### config.mk
export PLATFORM = sky130hd
export DESIGN_NAME = instr_fetch_issue_flat
export DESIGN_NICKNAME = d
export VERILOG_FILES = /design/src/rtl/instr_fetch_issue_if.sv /design/src/rtl/instr_fetch_issue.sv /design/src/flat_wrapper.sv
export SDC_FILE = /design/constraint.sdc
export NUM_CORES = 1
export LEC_CHECK = 0
export ABC_AREA = 1
export BUFFER_PORTS_ARGS = -buffer_cell sky130_fd_sc_hd__buf_4
export CORE_MARGIN = 2
export CORE_UTILIZATION = 60
export CTS_BUF_LIST = sky130_fd_sc_hd__clkbuf_4 sky130_fd_sc_hd__clkbuf_8
export CTS_CLUSTER_DIAMETER = 80
export DETAILED_ROUTE_END_ITERATION = 16
export GPL_ROUTABILITY_DRIVEN = 1
export PLACE_DENSITY = 0.83
export RECOVER_POWER = 25
export SYNTH_ARGS = -nofsm -noshare
export SYNTH_HDL_FRONTEND = slang
export SYNTH_SLANG_ARGS = --single-unit
export TNS_END_PERCENT = 30
### constraint.sdc
create_clock -name clk -period 2.55 [get_ports clk]
set_input_delay 0.255 -clock clk [delete_from_list [all_inputs] [get_ports clk]]
set_output_delay 0.255 -clock clk [all_outputs]
set_load 0.1 [all_outputs]
### src/rtl/instr_fetch_issue_if.sv
// Bus bundle for the fetch/issue front end: instruction-memory req/ack fetch port
// and the valid/ready issue port toward the decoder.
interface instr_fetch_issue_if #(
  parameter int ADDR_W  = 8,
  parameter int INSTR_W = 10
);
  logic               imem_req;
  logic [ADDR_W-1:0]  imem_addr;
  logic               imem_ack;
  logic [INSTR_W-1:0] imem_data;
  logic               issue_valid;
  logic               issue_ready;
  logic [1:0]         issue_op;
  logic [INSTR_W-3:0] issue_operand;
  logic [ADDR_W-1:0]  issue_pc;

  modport master (
    output imem_req, imem_addr,
    input  imem_ack, imem_data,
    output issue_valid, issue_op, issue_operand, issue_pc,
    input  issue_ready
  );

  modport slave (
    input  imem_req, imem_addr,
    output imem_ack, imem_data,
    input  issue_valid, issue_op, issue_operand, issue_pc,
    output issue_ready
  );
endinterface

### src/rtl/instr_fetch_issue.sv
// Instruction fetch/issue front end: PC walker, req/ack fetch FSM, prefetch FIFO,
// JUMP resolution at issue. Define ISSUE_CNT_EN to add the 16-bit issue_count_o.
module instr_fetch_issue #(
  parameter int ADDR_W     = 8,
  parameter int INSTR_W    = 10,
  parameter int FIFO_DEPTH = 2
) (
  input  logic                 clk,
  input  logic                 rst_n,
  input  logic                 halt_i,
  instr_fetch_issue_if.master  bus
`ifdef ISSUE_CNT_EN
  ,
  output logic [15:0]          issue_count_o
`endif
);

  localparam int PTR_W = (FIFO_DEPTH > 1) ? $clog2(FIFO_DEPTH) : 1;
  localparam int CNT_W = $clog2(FIFO_DEPTH) + 1;
  localparam logic [CNT_W-1:0] DEPTH_C = CNT_W'(FIFO_DEPTH);

  typedef enum logic {IDLE, REQ} state_e;

  state_e             state_q;
  logic               req_q;
  logic [ADDR_W-1:0]  addr_q;
  logic [ADDR_W-1:0]  pc_q, pc_d;
  logic               drop_q;

  logic [INSTR_W-1:0] instr_q [FIFO_DEPTH];
  logic [ADDR_W-1:0]  epc_q   [FIFO_DEPTH];
  logic [PTR_W-1:0]   wr_ptr_q, rd_ptr_q;
  logic [CNT_W-1:0]   count_q, count_d;

  logic [INSTR_W-1:0] head_instr;
  logic [INSTR_W-3:0] head_operand;
  logic [ADDR_W+INSTR_W-3:0] target_wide;
  logic [ADDR_W-1:0]  jump_target;
  logic               issue_valid, pop, jump_hs, push, launch;

  assign head_instr   = instr_q[rd_ptr_q];
  assign head_operand = head_instr[INSTR_W-3:0];
  assign issue_valid  = (count_q != '0);
  assign pop          = issue_valid && bus.issue_ready;
  assign jump_hs      = pop && (head_instr[INSTR_W-1 -: 2] == 2'b11);
  assign target_wide  = {{ADDR_W{1'b0}}, head_operand};
  assign jump_target  = target_wide[ADDR_W-1:0];

  // A word returning for a request that a JUMP overtook is never pushed.
  assign push   = (state_q == REQ) && bus.imem_ack && !drop_q && !jump_hs;
  assign launch = (state_q == IDLE) && !halt_i && !jump_hs && (count_q < DEPTH_C);

  always_comb begin
    pc_d = pc_q;
    if (jump_hs)
      pc_d = jump_target;
    else if (push)
      pc_d = pc_q + ADDR_W'(1);
  end

  always_comb begin
    count_d = count_q;
    if (jump_hs)
      count_d = '0;
    else if (push && !pop)
      count_d = count_q + CNT_W'(1);
    else if (pop && !push)
      count_d = count_q - CNT_W'(1);
  end

  always_ff @(posedge clk or negedge rst_n) begin
    if (!rst_n) begin
      state_q <= IDLE;
      req_q   <= 1'b0;
      addr_q  <= '0;
      pc_q    <= '0;
      drop_q  <= 1'b0;
    end else begin
      pc_q <= pc_d;
      case (state_q)
        IDLE: begin
          if (launch) begin
            state_q <= REQ;
            req_q   <= 1'b1;
            addr_q  <= pc_q;
          end
        end
        REQ: begin
          if (bus.imem_ack) begin
            state_q <= IDLE;
            req_q   <= 1'b0;
            drop_q  <= 1'b0;
          end else if (jump_hs) begin
            drop_q  <= 1'b1;
          end
        end
      endcase
    end
  end

  always_ff @(posedge clk or negedge rst_n) begin
    if (!rst_n) begin
      wr_ptr_q <= '0;
      rd_ptr_q <= '0;
      count_q  <= '0;
      for (int i = 0; i < FIFO_DEPTH; i++) begin
        instr_q[i] <= '0;
        epc_q[i]   <= '0;
      end
    end else begin
      count_q <= count_d;
      if (jump_hs) begin
        wr_ptr_q <= '0;
        rd_ptr_q <= '0;
      end else begin
        if (push) begin
          instr_q[wr_ptr_q] <= bus.imem_data;
          epc_q[wr_ptr_q]   <= addr_q;
          wr_ptr_q          <= wr_ptr_q + PTR_W'(1);
        end
        if (pop)
          rd_ptr_q <= rd_ptr_q + PTR_W'(1);
      end
    end
  end

`ifdef ISSUE_CNT_EN
  logic [15:0] issue_cnt_q;

  always_ff @(posedge clk or negedge rst_n) begin
    if (!rst_n)
      issue_cnt_q <= '0;
    else if (pop)
      issue_cnt_q <= issue_cnt_q + 16'd1;
  end

  assign issue_count_o = issue_cnt_q;
`endif

  assign bus.imem_req      = req_q;
  assign bus.imem_addr     = addr_q;
  assign bus.issue_valid   = issue_valid;
  assign bus.issue_op      = head_instr[INSTR_W-1 -: 2];
  assign bus.issue_operand = head_operand;
  assign bus.issue_pc      = epc_q[rd_ptr_q];

endmodule
### src/flat_wrapper.sv
// flat-port wrapper written by rule: the top's interface ports become plain ports
module instr_fetch_issue_flat 
#(
  parameter int ADDR_W     = 8,
  parameter int INSTR_W    = 10,
  parameter int FIFO_DEPTH = 2
)
  (clk, rst_n, halt_i, bus_imem_req, bus_imem_addr, bus_imem_ack, bus_imem_data, bus_issue_valid, bus_issue_op, bus_issue_operand, bus_issue_pc, bus_issue_ready);
  instr_fetch_issue_if #(.ADDR_W(ADDR_W), .INSTR_W(INSTR_W)) bus_i ();
  input  logic clk;
  input  logic rst_n;
  input  logic halt_i;
  output wire logic [$bits(bus_i.imem_req)-1:0] bus_imem_req;
  output wire logic [$bits(bus_i.imem_addr)-1:0] bus_imem_addr;
  input wire logic [$bits(bus_i.imem_ack)-1:0] bus_imem_ack;
  input wire logic [$bits(bus_i.imem_data)-1:0] bus_imem_data;
  output wire logic [$bits(bus_i.issue_valid)-1:0] bus_issue_valid;
  output wire logic [$bits(bus_i.issue_op)-1:0] bus_issue_op;
  output wire logic [$bits(bus_i.issue_operand)-1:0] bus_issue_operand;
  output wire logic [$bits(bus_i.issue_pc)-1:0] bus_issue_pc;
  input wire logic [$bits(bus_i.issue_ready)-1:0] bus_issue_ready;
  assign bus_imem_req = bus_i.imem_req;
  assign bus_imem_addr = bus_i.imem_addr;
  assign bus_i.imem_ack = bus_imem_ack;
  assign bus_i.imem_data = bus_imem_data;
  assign bus_issue_valid = bus_i.issue_valid;
  assign bus_issue_op = bus_i.issue_op;
  assign bus_issue_operand = bus_i.issue_operand;
  assign bus_issue_pc = bus_i.issue_pc;
  assign bus_i.issue_ready = bus_issue_ready;
  instr_fetch_issue #(.ADDR_W(ADDR_W), .INSTR_W(INSTR_W), .FIFO_DEPTH(FIFO_DEPTH)) u_core (.clk(clk), .rst_n(rst_n), .halt_i(halt_i), .bus(bus_i));
endmodule
## Word level (Yosys, flattened, before mapping)

Cells that the tools add are included.

- Reductions and logical operators: 25
- Magnitude comparators: 4
- Multiplexer cells: 29
- Divide/modulo/power cells: 0
- Bitwise gates (word level): 4
- Add/subtract/negate cells: 5
- $mul: 0
- Eq/ne operators: 3
- Shift operators: 0

Operators by type and width:

| operator | number |
|---|---|
| $mux 8 | 6 |
| $mux 10 | 4 |
| $bwmux 20 | 1 |
| $bwmux 16 | 1 |
| $logic_and 1x1->1 | 11 |
| $demux 10 s1 | 1 |
| $mux 1 | 10 |
| $add 8x1->8 const B | 1 |
| $demux 8 s1 | 1 |
| $reduce_and 2->1 | 4 |
| $reduce_bool 2->1 | 4 |
| $mux 2 | 3 |
| $logic_not 1->1 | 5 |
| $ge 2x2->1 const B | 2 |
| $not 1->2 | 2 |
| $pmux 1 s2 | 2 |
| $reduce_bool 3->1 | 1 |
| $add 1x1->1 const B | 2 |
| $add 2x1->2 const B | 1 |
| $eq 2x2->1 const B | 1 |
| $lt 2x1->1 const B | 1 |
| $lt 2x2->1 const B | 1 |
| $ne 2x1->1 const B | 1 |
| $ne 2x2->1 const B | 1 |
| other kinds (2) | 3 |

- Flip-flop bits (word level): 59
- Logic and storage cells: 82
- Output and inout port bits: 28
- Bits in read-only memories: 0
- Bits in writable memories: 0
- Bits in latches: 0
- Memories kept: 0

## Depth between registers and ports, before layout

Gate-level depths: netlist (run 1).

- Depth in word-level cells: 13
- Mapped depth: 12

## Worst setup path after synthesis (run 1)

Ideal clock, no wire load.

- Path kind: reg-to-reg
- From: register u_core.rd_ptr_q
- To: register u_core.count_q[1]
- Stages on the path, launching flop included: 12
- Setup time: 125 ps
- Arrival: 2293 ps
- Path slack: 132 ps
- Cells stage by stage: dfrtp_1 buf_6 inv_2 nand2_1 nand2_1 nand3_4 nand2_1 inv_1 ha_1 inv_1 o21ai_0 a21oi_1

- Longest elaborated chain between the ends: 11
- Elaborated cells on any way between the ends: 14
- Classes of those cells: eq/ne (1); mux (5); bitwise (1); reduce/logical (7)

RTL lines:

| what | RTL line | source |
|---|---|---|
| from (decl) | instr_fetch_issue.sv:32 | `logic [PTR_W-1:0] wr_ptr_q, rd_ptr_q;` |
| from (signal assigned) | instr_fetch_issue.sv:122 | `rd_ptr_q <= rd_ptr_q + PTR_W'(1);` |
| $not 1->2 (implied by the code) * | instr_fetch_issue.sv:41 | `assign head_instr = instr_q[rd_ptr_q];` |
| $mux 10 (implied by the code) * (3 in series) | instr_fetch_issue.sv:41 |  |
| net bus_issue_op[0] | flat_wrapper.sv:18 | `output wire logic [$bits(bus_i.issue_op)-1:0] bus_issue_op;` |
| $eq 2x2->1 * | instr_fetch_issue.sv:45 | `assign jump_hs = pop && (head_instr[INSTR_W-1 -: 2] == 2'b11);` |
| $logic_and 1x1->1 * | instr_fetch_issue.sv:45 |  |
| $logic_not 1->1 | instr_fetch_issue.sv:50 | `assign push = (state_q == REQ) && bus.imem_ack && !drop_q && !jump_hs;` |
| $logic_and 1x1->1 | instr_fetch_issue.sv:50 |  |
| $logic_and 1x1->1 or $logic_not 1->1 (tied branches) | instr_fetch_issue.sv:65, instr_fetch_issue.sv:67 |  |
| $mux 2 or $logic_and 1x1->1 (tied branches) | instr_fetch_issue.sv:65, instr_fetch_issue.sv:67 |  |
| $mux 2 or $reduce_bool 3->1 (tied branches) | -- |  |
| to (signal assigned) | instr_fetch_issue.sv:111 | `count_q <= count_d;` |
| to (decl) | instr_fetch_issue.sv:33 | `logic [CNT_W-1:0] count_q, count_d;` |

The timed path passes the listed nets; every way through them passes the cells marked *. The select of a mux whose other input is x is not followed.
A chain may end at the register's enable or synchronous reset.

## Worst setup path in the final report (run 1)

- From: register u_core.rd_ptr_q
- To: register u_core.count_q[1]

- Longest elaborated chain between the ends: 11
- Elaborated cells on any way between the ends: 14
- Classes of those cells: eq/ne (1); mux (5); bitwise (1); reduce/logical (7)

RTL lines:

| what | RTL line |
|---|---|
| $not 1->2 (implied by the code) * | instr_fetch_issue.sv:41 |
| $mux 10 (implied by the code) * (3 in series) | instr_fetch_issue.sv:41 |
| $eq 2x2->1 * | instr_fetch_issue.sv:45 |
| $logic_and 1x1->1 * | instr_fetch_issue.sv:45 |
| $logic_not 1->1 | instr_fetch_issue.sv:50 |
| $logic_and 1x1->1 | instr_fetch_issue.sv:50 |
| $logic_and 1x1->1 or $logic_not 1->1 (tied branches) | instr_fetch_issue.sv:65, instr_fetch_issue.sv:67 |
| $mux 2 or $logic_and 1x1->1 (tied branches) | instr_fetch_issue.sv:65, instr_fetch_issue.sv:67 |
| $mux 2 or $reduce_bool 3->1 (tied branches) | -- |

Mark *: on every way between the ends. The rest lies on a longest branch, timed or not. The select of a mux whose other input is x is not followed.

==> run summary, run 1 <==
TritonCTS built the clock tree. 0 antenna diodes ended up in the layout. The library cell used most frequently in the layout, excluding fill and tap cells, is sky130_fd_sc_hd__nand2_1. The initial antenna violation count is 0, and the number of warnings issued by yosys is 0.

The number of global-route vias before repair was 2250. In this run, post-CTS hold repair placed 0 buffers. Boundary pin count: 43. The run gives 0 as the max-slew violation count. The critical path capture point type was a flip-flop. Max-cap violations in this run came to 0. Across all setup checks in the final design, the least slack found is 0.699 ns. At the worst endpoint, the arrival time is 2.07 ns. Summed instance area of the synthesized netlist: 2920 sq um.

The worst slack at placement is 0.701 ns, and the effective utilization at floorplan is 61.9%. The clock period could shrink to 1.85 ns. Entering global routing, the biggest net connects 60 pins. The wire length per cell after detailed routing was 12.6 um; the count of distinct cell types in the synthesized netlist was 24. Global routing used 24.1% of the available tracks. The source-to-sink clock delay at the later pin of the worst-skew pair came out at 0.33 ns.

The cell family contributing the most delay on the critical path is simple AND/OR/NAND/NOR gates. For the number of nets still failing antenna checks after routing, the log shows 0. The share of the clock period used by the worst path after layout was 72.6%; the normalized max-slew margin was 6.50%. The stage delay of the slowest cell on the critical path is 0.40 ns.

Setup repair after global routing left no endpoint under its margin. The floorplan has 25 rows. Detailed placement finished with a half-perimeter wire length of 4100 um.

The overall via count from detail_route was 2291. The first detailed-routing pass ran for 4 iterations. The run gives 2.77 ns as the required arrival time at the worst endpoint. Counting every net in the synthesized netlist gives 352. Setup violations remaining at the end of the flow were counted as 0.

From synthesis to final layout, the design area changed by 19.1%. Startpoint class of the critical path: a flip-flop. The first routing iteration left 187 violations. From left edge to right edge, the die measures 73.8 um. The layout has 383 filler cells.

Traced cell by cell, the critical path runs through buf_4 -> nand2_1 -> nand2_4 -> nand3_4 -> nand2_1 -> inv_1 -> ha_1 -> inv_1 -> o21ai_0 -> a21oi_1. The setup clock skew after layout is 0.00561 ns. The startpoint-to-endpoint class of the critical path was flip-flop to flip-flop.

Floorplan die area: 5440 sq um. The tightest min-delay check is of the input port to flip-flop type. The root buffer cell chosen for the clock tree is sky130_fd_sc_hd__clkbuf_8.

The sink count of the clock tree is 59, and the buffers plus inverters on the worst setup path is 3. The run gives 0 as the global-route congestion overflow total. The height of the die works out to 73.8 um. The tools report the layout net count as 400. The cell count after synthesis came out at 335.

Mean post-synth cell area: 8.72 sq um. For the final routed database, the setup TNS stands at 0 ns. The flow ran to the end, and the final reports show no timing, DRC or antenna violations. The clock-pin transition on the worst setup and hold timing paths works out to 0.06 ns. At the end of routability-driven placement, the weighted congestion stood at 0.855. The final cell count without fillers was 455; the core area was 4720 sq um. Port buffering added 42 buffers. The tools report the DRC violation count after routing as 0. The cell type of the slowest stage on the worst timing path is sky130_fd_sc_hd__dfrtp_1.

After detailed routing, the number of vias per cell comes to 5.04. For the pin with the worst max-slew slack, the measured transition is 1.40 ns. In the final layout, the share of cells above drive strength 1 is 28.6%. Based on the critical path, the design can be clocked at up to 540 MHz. The logs give 2 for the maximum clock path buffer count and 5730 um for the total wirelength of the detailed-routed design. For the TritonCTS buffer count, the log shows 9. For the wire length of the first global-routing pass, the log shows 9760 um. The number of H-tree levels is 3.

The final hold violation count is 0. Of the synthesized area, sequential elements account for 50.5%. In the layout the commonest cells are 136 x sky130_fd_sc_hd__nand2_1, 59 x sky130_fd_sc_hd__dfrtp_1, 46 x sky130_fd_sc_hd__buf_4.

After synthesis the netlist holds a flip-flop and latch count of 59. Once the clock tree was built, the resizer swapped 0 gates to a different size. The number of post-CTS setup repair buffers was 0; the placed instance count was 439.

Top fanout value on the critical path: 10.
-- routing by layer --
metal / up-vias / share of wire, % / global-route usage, %
met5: - / 0 / 0
met4: 0 / 2.1 / 11.9
met3: 15 / 5.9 / 7.00
met2: 55 / 50 / 39.8
met1: 1080 / 42 / 28.8
li1: 1141 / - / -
-- logic make-up after synthesis --
| family | synth area share (%) |
|---|---|
| buf+inv | 8.65 |
| simple gates | 25.5 |
| fa+ha+maj | 0.856 |
| xor+xnor | 1.50 |
| compound gates | 12.9 |
| flops | 50.5 |
-- sequential cells by signal (all words and copies together) (netlist names) --
| name | count |
|---|---|
| u_core.bus.imem_req | 1 |
| u_core.instr_q | 20 |
| u_core.drop_q | 1 |
| u_core.wr_ptr_q | 1 |
| u_core.rd_ptr_q | 1 |
| u_core.count_q | 2 |
| u_core.pc_q | 8 |
| u_core.epc_q | 16 |
| u_core.state_q | 1 |
| u_core.bus.imem_addr | 8 |
-- stage by stage --
step,hold slack [ns],cell area [sq um],util [%]
after detailed placement,0.360,3280,69.5
after CTS,0.00244,3480,73.7
after global placement,0.355,3280,69.5
after global routing,0.136,3480,73.7
after floorplan,-0.0406,2920,-
final,0.112,3480,73.7
-- area by class of cell --
type	instances	area [sq um]	area share [%]
timing repair buffer	49	390	11.2
multi-input combinational	227	1190	34.3
inverter	37	139	3.99
clock buffer	15	194	5.57
clock inverter	1	5.00	0.144
tap	67	83.8	2.41
sequential	59	1480	42.4
-- path summary, 6_finish.rpt --
check | startpoint | end | slack (ns) | cells past startpoint
worst max-delay path | u_core.rd_ptr_q | u_core.count_q[1] | 0.70 | 10
worst min-delay path | bus_imem_ack | u_core.state_q | 0.11 | 2
worst max register to register | u_core.rd_ptr_q | u_core.count_q[1] | 0.70 | 10
worst min register to register | u_core.epc_q[13] | u_core.epc_q[13] | 0.48 | 2
max in group asynchronous | rst_n | u_core.epc_q[10] | 1.47 | 1
min in group asynchronous | rst_n | u_core.epc_q[13] | 0.25 | 1
-- Yosys cell counts --
master / instances / area, sq um
sky130_fd_sc_hd__nand2_2: 1 / 6.26
sky130_fd_sc_hd__nand4_1: 1 / 6.26
sky130_fd_sc_hd__inv_1: 35 / 131
sky130_fd_sc_hd__dfrtp_1: 59 / 1480
sky130_fd_sc_hd__o21ai_2: 36 / 315
sky130_fd_sc_hd__xor2_1: 3 / 26.3
sky130_fd_sc_hd__nor3_1: 1 / 5.00
sky130_fd_sc_hd__clkbuf_1: 2 / 7.51
sky130_fd_sc_hd__xnor2_1: 2 / 17.5
sky130_fd_sc_hd__a21oi_1: 1 / 5.00
sky130_fd_sc_hd__buf_2: 1 / 5.00
sky130_fd_sc_hd__nand2_1: 136 / 510
sky130_fd_sc_hd__clkinv_1: 1 / 3.75
sky130_fd_sc_hd__nand3_4: 3 / 52.6
sky130_fd_sc_hd__inv_2: 1 / 3.75
sky130_fd_sc_hd__buf_6: 9 / 101
sky130_fd_sc_hd__o21ai_0: 9 / 45.0
sky130_fd_sc_hd__o21ai_1: 1 / 5.00
sky130_fd_sc_hd__a21boi_0: 1 / 7.51
sky130_fd_sc_hd__nand2_4: 3 / 33.8
sky130_fd_sc_hd__nand3_1: 20 / 100
sky130_fd_sc_hd__nor2_2: 2 / 12.5
sky130_fd_sc_hd__nor2_1: 5 / 18.8
sky130_fd_sc_hd__ha_1: 2 / 25.0
Power of run 1 is left out: the tool's default activity adds up to more than one toggle a clock period on the data nets, which glitch-free logic cannot reach.
==> run 2, diff against run 1 <==
--- a/config.mk
+++ b/config.mk
@@ -5,15 +5,15 @@
 export SDC_FILE = /design/constraint.sdc
 export NUM_CORES = 1
 export LEC_CHECK = 0
-export ABC_AREA = 1
+export ABC_AREA = 0
 export BUFFER_PORTS_ARGS = -buffer_cell sky130_fd_sc_hd__buf_4
 export CORE_MARGIN = 2
-export CORE_UTILIZATION = 60
+export CORE_UTILIZATION = 53
 export CTS_BUF_LIST = sky130_fd_sc_hd__clkbuf_4 sky130_fd_sc_hd__clkbuf_8
 export CTS_CLUSTER_DIAMETER = 80
 export DETAILED_ROUTE_END_ITERATION = 16
 export GPL_ROUTABILITY_DRIVEN = 1
-export PLACE_DENSITY = 0.83
+export PLACE_DENSITY = 0.78
 export RECOVER_POWER = 25
 export SYNTH_ARGS = -nofsm -noshare
 export SYNTH_HDL_FRONTEND = slang
==> constraint.sdc (replaced) <==
create_clock -name clk -period 1.6 [get_ports clk]
set_input_delay 0.16 -clock clk [delete_from_list [all_inputs] [get_ports clk]]
set_output_delay 0.16 -clock clk [all_outputs]
set_load 0.1 [all_outputs]
==> run summary, run 2 <==
The final hold violation count was 0 (unchanged). The maximum clock path buffer count is 2 (unchanged). Following the worst setup path forward leads to its endpoint at u_core.instr_q[19].

The run gives 9340 um (-4.4%) as the wire length of the first global-routing pass. Traced cell by cell, the critical path runs through mux2i_4 -> buf_6 -> o311ai_4 -> buf_6 -> mux2_2. For the number of failing setup endpoints in the final timing report, the log shows 72 (+72). By count the netlist is led by 59 x sky130_fd_sc_hd__dfrtp_1, 52 x sky130_fd_sc_hd__mux2_2, 10 x sky130_fd_sc_hd__mux2_4. The total number of placement rows is 26 (+4.0%).

The checks that failed: setup timing. The critical path capture point type is a flip-flop. The worst reg2reg path depth works out to 5 (-5). The stage delay of the slowest cell on the critical path was 0.47 ns (+0.07 ns).

For the arrival time of the worst setup path, the log shows 2.04 ns (-0.03 ns). sky130_fd_sc_hd__dfrtp_1 takes more of the synthesized area than any other cell. The DRC violation count after routing was 0 (unchanged); the total wirelength of the detailed-routed design was 5650 um (-1.3%).

The tools report the global-route congestion overflow total as 0 (unchanged). The tools report the sink count of the clock tree as 59 (unchanged). The final cell count without fillers is 346 (-24%), and the height of the die is 76.2 um (+3.3%). The largest registers in the layout are u_core.instr_q x20, u_core.epc_q x16. The worst register-to-register path ends at u_core.instr_q[19]. The effective utilization at floorplan is 54.5% (-7.4 points), and the share of the clock period used by the worst path after layout is 115% (+42 points). Relative to the synthesized area, the layout overhead comes to 33.5%. The boundary pin count was 43 (unchanged); the count of fill cells added during filler insertion was 364 (-5.0%). The logs give 1.81 ns (-0.96 ns) for the required arrival time at the worst endpoint and 4 (unchanged) for the length of the first detailed-routing pass in iterations. The max-slew violation count was 0 (unchanged); the wire length per cell after detailed routing was 16.3 um (+30%).

The floorplan die area is 5810 sq um (+6.7%). The number of enable flip-flop cells after synthesis is 0 (unchanged), and the quantity of I/O buffers inserted on ports is 42 (unchanged). The run gives 33 (+38%) as the count of distinct cell types in the synthesized netlist. The clock root buffer master is sky130_fd_sc_hd__clkbuf_8. The startpoint-to-endpoint class of the critical path is flip-flop to flip-flop. The normalized max-slew margin was 46.8% (+40 points). The register bit total from synthesis came out at 59 (unchanged). For the source-to-sink clock delay at the later pin of the worst-skew pair, the log shows 0.33 ns (about the same). Sorting the synthesized cells by area gives the leading types as sky130_fd_sc_hd__dfrtp_1 53%, sky130_fd_sc_hd__mux2_2 21%, sky130_fd_sc_hd__mux2_4 5.4%.

The proportion of netlist area held by the largest area contributor works out to 53.4% (+2.9 points). Counting flops per register, the top entry is u_core.instr_q. The TritonCTS buffer count is 9 (unchanged). The number of inserted diodes was 0 (unchanged). By instance count, the leading cell after synthesis is sky130_fd_sc_hd__dfrtp_1.

Leaving out fill and tap cells, the most frequent cells in the layout are 61 x sky130_fd_sc_hd__buf_4, 58 x sky130_fd_sc_hd__dfrtp_1, 32 x sky130_fd_sc_hd__mux2_4. For the summed instance area of the synthesized netlist, the log shows 2760 sq um (-5.4%). The top fanout value on the critical path was 11 (+1); the initial antenna violation count was 0 (unchanged). The width of the die is 76.2 um (+3.3%). The worst register-to-register path begins at u_core.rd_ptr_q. The core area came out at 5070 sq um (+7.4%). For the number of instances in the synthesized netlist, the log shows 198 (-41%). For the total nets after synthesis, the log shows 215 (-39%). The cell that appears most often on the critical path is sky130_fd_sc_hd__buf_6.

The share of the yosys chip area belonging to registers is 53.4% (+2.9 points). Layout net count: 289 (-28%). Top flip-flop cell by instance count after synthesis: sky130_fd_sc_hd__dfrtp_1. The clock period minus worst slack works out to 1.83 ns (-0.0192 ns). Highest achievable clock rate: 546 MHz (+1.0%). The run gives 3 (unchanged) as the number of H-tree levels.

The run gives -0.232 ns (-0.931 ns) as the final critical-path setup slack. The post-synthesis async set-or-reset flop share is 100% (unchanged). The startpoint class of the critical path was a flip-flop. The most critical setup path has its startpoint at u_core.rd_ptr_q. The number of flip-flops in the largest register is 20 (unchanged). The violation count after the first detailed-route iteration is 67 (-64%), and the clock-pin transition on the worst setup and hold timing paths is 0.06 ns (about the same). Leaving out fill and tap cells, the most frequent cell in the layout is sky130_fd_sc_hd__buf_4.

The number of global-route vias before repair was 1949 (-13%). Number of nets still failing antenna checks after routing: 0 (unchanged). The run finished, with violations left.

The run gives 60 (unchanged) as the pin count of the biggest net entering global routing. Setup repair after global routing could not meet its margin everywhere. The run gives -0.23 ns (-0.93 ns) as the register-to-register path setup slack. TritonCTS built the clock tree. The logs give 0 (unchanged) for the count of maximum capacitance violations and 328 (-25%) for the placed instance count. The via count normalized by instance count is 5.43 (+7.9%), and the overall via count from detail_route is 1879 (-18%).

The sum of net half-perimeters after detailed placement was 3820 um (-6.8%); the global router's overall resource usage was 20.5% (-3.6 points). The pin slew with the least headroom to its limit was 0.798 ns (-0.604 ns). Among all stages on the critical path, the largest delay is contributed by sky130_fd_sc_hd__dfrtp_2. The routability-driven placement congestion ratio came out at 0.806 (-5.7%).

The number of warnings issued by yosys was 0 (unchanged). The setup clock skew after layout was 0.00484 ns (-0.000770 ns). The fraction of final layout cells with drive strength greater than 1 was 58.7% (+30 points). The worst hold path belongs to the class input port to flip-flop.

The mean post-synth cell area is 14.0 sq um (+60%).
-- run 2: per-stage QoR --
stage / hold WS, ns / utilization [%] / instance area, sq um / setup WS, ns / TNS (ns)
2_1_floorplan: -0.136 / - / 2800 / -0.383 / -4.92
3_3_place_gp: 0.270 / 65.6 / 3330 / -0.168 / -5.70
3_5_place_dp: 0.270 / 65.6 / 3330 / -0.228 / -7.80
4_1_cts: 0.0444 / 71.4 / 3620 / -0.214 / -9.91
5_1_grt: 0.0588 / 72.7 / 3690 / -0.302 / -13.42
6_report: 0.0620 / 72.7 / 3690 / -0.232 / -10.34
-- run 2: cell families after synthesis --
logic type	after synthesis	share of synthesized area [%]
muxes	65	27.7
DFF	59	53.4
and+or+nand+nor	33	6.93
AOI/OAI and AO/OA	19	5.48
buffers and inverters	14	3.67
xor gates and xnor gates	6	1.90
adders and majority gates	2	0.905
-- run 2: area by class of cell --
cell class	instances	area, sq um	area share [%]
clock buffer	13	173	4.68
clock inverter	2	10.0	0.271
inverter	4	15.0	0.407
multi-input combinational	125	1330	35.9
sequential	59	1480	40.0
tap	70	87.6	2.37
timing repair buffer	73	601	16.3
-- run 2: worst min path at each step --
stage / start / to / slack, ns / depth (start not counted)
after CTS: bus_imem_ack / u_core.state_q / 0.04 / 2
final: bus_imem_ack / u_core.state_q / 0.06 / 2
after global placement: rst_n / u_core.epc_q[3] / 0.27 / 1
after detailed placement: rst_n / u_core.epc_q[11] / 0.27 / 1
after floorplan: rst_n / u_core.bus.imem_addr[0] / -0.14 / 0
after global routing: bus_imem_data[6] / u_core.instr_q[6] / 0.06 / 2
-- run 2: layer usage --
metal  global-route usage [%]  routed length [um]
met5                        0                   0
met4                     8.73                 102
met3                     3.79                 215
met1                     27.8                2590
met2                     32.6                2740
-- run 2: timing repair --
item / 4_1_cts / 5_1_grt
gates cloned: 0 / 0
buffers inserted: 1 / 1
gates resized for setup: 23 / 16
hold buffers: 1 / 0
pin swaps: 6 / 3
endpoints found under the hold margin: 59 / 0
endpoints found under the setup margin: 72 / 72
-- run 2: critical path, delay by kind of cell (launching register included) --
family                 cells  cell delay [ns]
AOI/OAI and AO/OA          1             0.30
buffers and inverters      2             0.38
DFF                        1             0.47
muxes                      2             0.57
Power of run 2 is left out for the same reason.
